--- config.mk ---
export PLATFORM = sky130hd
export DESIGN_NAME = lcd_write_arbiter
export DESIGN_NICKNAME = d
export VERILOG_FILES = /design/src/rtl/lcd_write_arbiter.sv
export SDC_FILE = /design/constraint.sdc
export NUM_CORES = 1
export LEC_CHECK = 0
export ABC_CLOCK_PERIOD_IN_PS = 1750
export CAP_MARGIN = 25
export CORE_MARGIN = 5
export CORE_UTILIZATION = 40
export CTS_CLUSTER_DIAMETER = 40
export CTS_CLUSTER_SIZE = 10
export DETAILED_ROUTE_END_ITERATION = 12
export MAX_ROUTING_LAYER = met4
export PLACE_DENSITY = 0.77
export SETUP_SLACK_MARGIN = 0.15
export SLEW_MARGIN = 20
export SYNTH_ARGS = -nofsm -noshare
export SYNTH_HDL_FRONTEND = slang
export SYNTH_SLANG_ARGS = --single-unit
--- constraint.sdc ---
create_clock -name clk -period 1.75 [get_ports clk]
set_input_delay 0.4375 -clock clk [delete_from_list [all_inputs] [get_ports clk]]
set_output_delay 0.4375 -clock clk [all_outputs]
set_load 0.02 [all_outputs]
--- src/rtl/lcd_write_arbiter.sv ---
// lcd_write_arbiter: round-robin shared LCD character writer; LCD_ADDR_CACHE_EN skips redundant address bytes
module lcd_write_arbiter #(
  parameter int NREQ = 4,
  parameter logic [7:0] ROW2_BASE = 8'h40
) (
  input  logic                clk,
  input  logic                rst,
  input  logic                init_done,
  input  logic [NREQ-1:0]     req,
  input  logic [NREQ-1:0]     req_row,
  input  logic [4*NREQ-1:0]   req_col,
  input  logic [8*NREQ-1:0]   req_char,
  output logic [NREQ-1:0]     ack,
  output logic                busy,
  output logic                cmd_valid,
  output logic                cmd_rs,
  output logic [7:0]          cmd_data,
  input  logic                cmd_ready
);
  localparam int GW = (NREQ > 1) ? $clog2(NREQ) : 1;
  typedef enum logic [1:0] {IDLE, SEND_ADDR, SEND_CHAR, ACK} state_t;
  state_t          state_q;
  logic [GW-1:0]   rr_q, g_q, g_d, idx;
  logic [NREQ-1:0] ack_q;
  logic            busy_q, cmd_valid_q, cmd_rs_q, hit;
  logic [7:0]      cmd_data_q, char_q, char_d;
  logic [6:0]      addr_d;
`ifdef LCD_ADDR_CACHE_EN
  logic [6:0]      addr_q, cur_addr_q;
  logic            cur_valid_q, skip;
  assign skip = cur_valid_q && (addr_d == cur_addr_q);
`endif
  // first pending requester at or after rr, wrapping
  always_comb begin
    g_d = '0;
    hit = 1'b0;
    idx = '0;
    for (int i = 0; i < NREQ; i++) begin
      idx = GW'((int'(rr_q) + i) % NREQ);
      if (!hit && req[idx]) begin
        hit = 1'b1;
        g_d = idx;
      end
    end
    addr_d = (req_row[g_d] ? ROW2_BASE[6:0] : 7'h00) | {3'b000, req_col[{g_d, 2'b00} +: 4]};
    char_d = req_char[{g_d, 3'b000} +: 8];
  end
  always_ff @(posedge clk or posedge rst) begin
    if (rst) begin
      state_q     <= IDLE;
      rr_q        <= '0;
      g_q         <= '0;
      char_q      <= '0;
      ack_q       <= '0;
      busy_q      <= 1'b0;
      cmd_valid_q <= 1'b0;
      cmd_rs_q    <= 1'b0;
      cmd_data_q  <= '0;
`ifdef LCD_ADDR_CACHE_EN
      addr_q      <= '0;
      cur_addr_q  <= '0;
      cur_valid_q <= 1'b0;
`endif
    end else begin
      case (state_q)
        IDLE: if (init_done && |req) begin
          g_q         <= g_d;
          char_q      <= char_d;
          busy_q      <= 1'b1;
          cmd_valid_q <= 1'b1;
`ifdef LCD_ADDR_CACHE_EN
          addr_q      <= addr_d;
          state_q     <= skip ? SEND_CHAR : SEND_ADDR;
          cmd_rs_q    <= skip;
          cmd_data_q  <= skip ? char_d : {1'b1, addr_d};
`else
          state_q     <= SEND_ADDR;
          cmd_rs_q    <= 1'b0;
          cmd_data_q  <= {1'b1, addr_d};
`endif
        end
        SEND_ADDR: if (cmd_ready) begin
          state_q    <= SEND_CHAR;
          cmd_rs_q   <= 1'b1;
          cmd_data_q <= char_q;
        end
        SEND_CHAR: if (cmd_ready) begin
          state_q     <= ACK;
          cmd_valid_q <= 1'b0;
          cmd_rs_q    <= 1'b0;
          cmd_data_q  <= '0;
          ack_q       <= NREQ'(1) << g_q;
`ifdef LCD_ADDR_CACHE_EN
          cur_addr_q  <= addr_q + 7'd1;
          cur_valid_q <= 1'b1;
`endif
        end
        ACK: begin
          state_q <= IDLE;
          ack_q   <= '0;
          busy_q  <= 1'b0;
          rr_q    <= (g_q == GW'(NREQ - 1)) ? '0 : g_q + 1'b1;
        end
      endcase
`ifdef LCD_ADDR_CACHE_EN
      if (!init_done) cur_valid_q <= 1'b0;
`endif
    end
  end
  assign ack       = ack_q;
  assign busy      = busy_q;
  assign cmd_valid = cmd_valid_q;
  assign cmd_rs    = cmd_rs_q;
  assign cmd_data  = cmd_data_q;
endmodule

==> impl_results.md, run 1 <==
- Category of the worst setup path launch point: register
- Final setup slack of the worst path: 0.0370 ns
- Synth top area share: 0.369
- Peak fanout along the critical path: 5
- Clock sink count: 29
- Overall Global Routing Usage: 0.199
- Final routed wirelength across all metal layers: 6470 um
- Share of post-route cells with drive strength above 1: 0.355
- Shortest clock period the worst path allows after layout: 1.71 ns
- Per-instance average area after synthesis: 9.78 sq um
- Power per standard cell area: 1640 nW/um^2
- FF+latch count, synth: 29
- WP data required: 1.92 ns
- Routed len/inst: 17.3 um
- Net switching power: 2320 uW
- Vertical die dimension: 80.1 um
- MaxCap Viol Count: 0
- Kind of end point of the critical path: register
- Vias in the first global route: 2,066
- Initial standard-cell utilization of the core: 0.413
- Combinational group share of total power: 0.665
- Hold Vio Cnt, Final: 0
- Fin. max-slew vios: 0
- Placement row count: 25
- Layout Utilization: 0.704
- Placed wire-length estimate: 4390 um
- Clock tree root buffer cell: sky130_fd_sc_hd__clkbuf_8
- Skew-Pair Late Insertion Delay: 0.28 ns
- Top Ports: 75
- Mapped Cells: 201
- Path type of the worst setup path: register to register
- Distinct cell type count of the synthesized netlist: 41
- Worst slew margin relative to its limit: 0.752
- Critical path's largest stage delay: 0.42 ns
- Die area: 6420 sq um
- Number of antenna violations at the first check in global routing: 0
- Run status: finished clean
- Dominant cell type by area after synthesis: sky130_fd_sc_hd__dfrtp_1
- Portion of the post-synthesis area used by sequential elements: 0.369
- Most frequently used flop master after synthesis: sky130_fd_sc_hd__dfrtp_1
- Via count: 2,020
- Number of warnings issued by yosys: 0
- DRT antenna net count: 0
- Number of clock buffers inserted by TritonCTS: 5
- CTS H-tree lvls: 2
- Maximum number of pins on one net before global-route repair: 30
- Proportion of register bits with asynchronous set or reset after synthesis: 1.00
- Overall power: 5510 uW
- Unrepaired setup endpoints after global routing: true
- Netlist area before placement: 1970 sq um
- Top cells by area, synth: sky130_fd_sc_hd__dfrtp_1 37%, sky130_fd_sc_hd__mux2_4 6.1%, sky130_fd_sc_hd__ha_1 5.7%
- WP data arrival: 1.88 ns
- Most used standard cell by instance count after synthesis: sky130_fd_sc_hd__dfrtp_1
- Seq pwr share: 0.223
- Syn-to-layout area delta: 70.4%
- 1st-pass router iterations: 4
- Final layout net count: 375
- TritonCTS clock tree: yes
- Chain of cells forming the critical path: nand2b_4, nand4b_4, nand2_4, mux2_4, a221o_1
- Die width: 80.1 um
- Number of inserted diodes: 0
- EDFF count, synth: 0
- Gpl congestion: 0.804
- HP Class: register to register
- Worst-path clk slew: 0.07 ns
- Largest voltage drop on the vdd net: 0.646 mV
- Number of nets in the synthesized netlist: 270
- Post-route clock period utilization: 0.979
- Pre-CTS worst setup slack: -0.641 ns
- Internal power component: 3180 uW
- Hold bufs inserted after CTS: 0
- Global-route wire length before repair: 9720 um
- Fillers: 348
- Actual transition at the worst max-transition pin: 0.372 ns
- Bufs on Longest Clock Path: 2
- Drt first-iter violations: 138
- Share of total power consumed by net switching: 0.422
- Number of port buffers: 74
- Slowest stage cell, crit path: sky130_fd_sc_hd__dfrtp_2
- Setup skew after layout: 0.00622 ns
- Vias per cell: 5.40
- Achievable clock frequency: 0.584 GHz
- Core footprint: 4750 sq um
- Leading post-synthesis cells by instance count: 29 x sky130_fd_sc_hd__dfrtp_1, 16 x sky130_fd_sc_hd__a21oi_1, 14 x sky130_fd_sc_hd__o21ai_0
- Global route total overflow: 0
- Setup violators final: 0
- # DRC: 0
- Clock power frac: 0.112
- Leakage power of the design: 0.00149 uW
==> critical path: cells and delay by family (launching register included) <==
kind / cells / cell delay [ns]
flops: 1 / 0.42
simple gates: 3 / 0.55
compound gates: 1 / 0.30
mux: 1 / 0.32
==> what timing repair did <==
action	CTS	global route
resized for setup	69	24
gates cloned	2	0
pin swaps	8	7
endpoints found under the setup margin	38	17
setup buffers	5	2
==> cell families (layout without fill, tap and decap cells) <==
logic type	after synthesis	count (layout)	share of synthesized area
mux	11	11	0.0783
compound gates	71	71	0.270
fa+ha+maj	9	9	0.0573
simple gates	60	61	0.180
flops	29	29	0.369
buf+inv	21	126	0.0452
==> through the flow <==
stage | setup TNS, ns | hold WS, ns | cells | area [sq um]
after floorplan | 0 | 0.480 | 201 | 2010
after global placement | -10.07 | 0.471 | 357 | 2960
after detailed placement | -10.98 | 0.475 | 357 | 2960
after CTS | 0 | 0.485 | 372 | 3250
after global routing | -0.154 | 0.510 | 374 | 3350
final | 0 | 0.490 | 374 | 3350
==> power by group through the flow <==
stage	Sequential, uW	Combinational (uW)	Clock [uW]
6_report	1230	3660	617
3_3_place_gp	1220	2870	0
4_1_cts	1220	3380	621
2_1_floorplan	1370	1660	0
3_5_place_dp	1230	2940	0
5_1_grt	1270	3930	657
==> cell usage in the layout, fill, tap and decap left out, types with 9 or more instances in the layout <==
| master | instances |
|---|---|
| sky130_fd_sc_hd__a21oi_1 | 14 |
| sky130_fd_sc_hd__buf_4 | 25 |
| sky130_fd_sc_hd__clkdlybuf4s50_1 | 54 |
| sky130_fd_sc_hd__dfrtp_1 | 28 |
| sky130_fd_sc_hd__dlygate4sd2_1 | 16 |
| sky130_fd_sc_hd__mux2_4 | 9 |
| sky130_fd_sc_hd__nand2_1 | 9 |
| sky130_fd_sc_hd__nand3_1 | 10 |
| sky130_fd_sc_hd__o21ai_0 | 14 |
==> layout make-up <==
class	instances	area, sq um	area share
Clock buffer	7	96.3	0.0288
Clock inverter	1	5.00	0.00149
Inverter	10	37.5	0.0112
Multi-Input combinational cell	152	1390	0.416
Sequential cell	29	727	0.217
Tap cell	67	83.8	0.0250
Timing Repair Buffer	108	1010	0.301
==> worst paths after layout <==
kind / from / end / slack, ns / cells past startpoint
max in group asynchronous: rst / rr_q[0] / 0.93 / 3
hold reg to reg: cmd_data[7] / cmd_data[7] / 0.49 / 2
setup / recovery: rr_q[0] / char_q[6] / 0.04 / 5
min in group asynchronous: rst / char_q[0] / 0.52 / 3
hold / removal: cmd_data[7] / cmd_data[7] / 0.49 / 2
setup reg to reg: rr_q[0] / char_q[6] / 0.04 / 5
==> sequential cells by signal, indices dropped and copies added (netlist names) <==
| name | count |
|---|---|
| cmd_data | 8 |
| rr_q | 2 |
| cmd_valid | 1 |
| char_q | 8 |
| g_q | 2 |
| busy | 1 |
| cmd_rs | 1 |
| ack | 4 |
| state_q | 2 |
==> routing by layer <==
layer	vias up	global-route usage	wire [um]
li1	970	-	-
met1	969	0.242	2590
met2	71	0.333	3440
met3	10	0.0370	361
met4	0	0.0642	82
met5	-	-	0
No activity file was read; power rests on OpenSTA's default activity.
==> inputs of run 2 (changes only) <==
--- a/config.mk
+++ b/config.mk
@@ -15,7 +15,7 @@
 export MAX_ROUTING_LAYER = met4
 export PLACE_DENSITY = 0.77
 export SETUP_SLACK_MARGIN = 0.15
-export SLEW_MARGIN = 20
+export SLEW_MARGIN = 40
 export SYNTH_ARGS = -nofsm -noshare
 export SYNTH_HDL_FRONTEND = slang
 export SYNTH_SLANG_ARGS = --single-unit
==> results of run 2 <==
The final DEF is identical to that of run 1; final timing and power are the same.
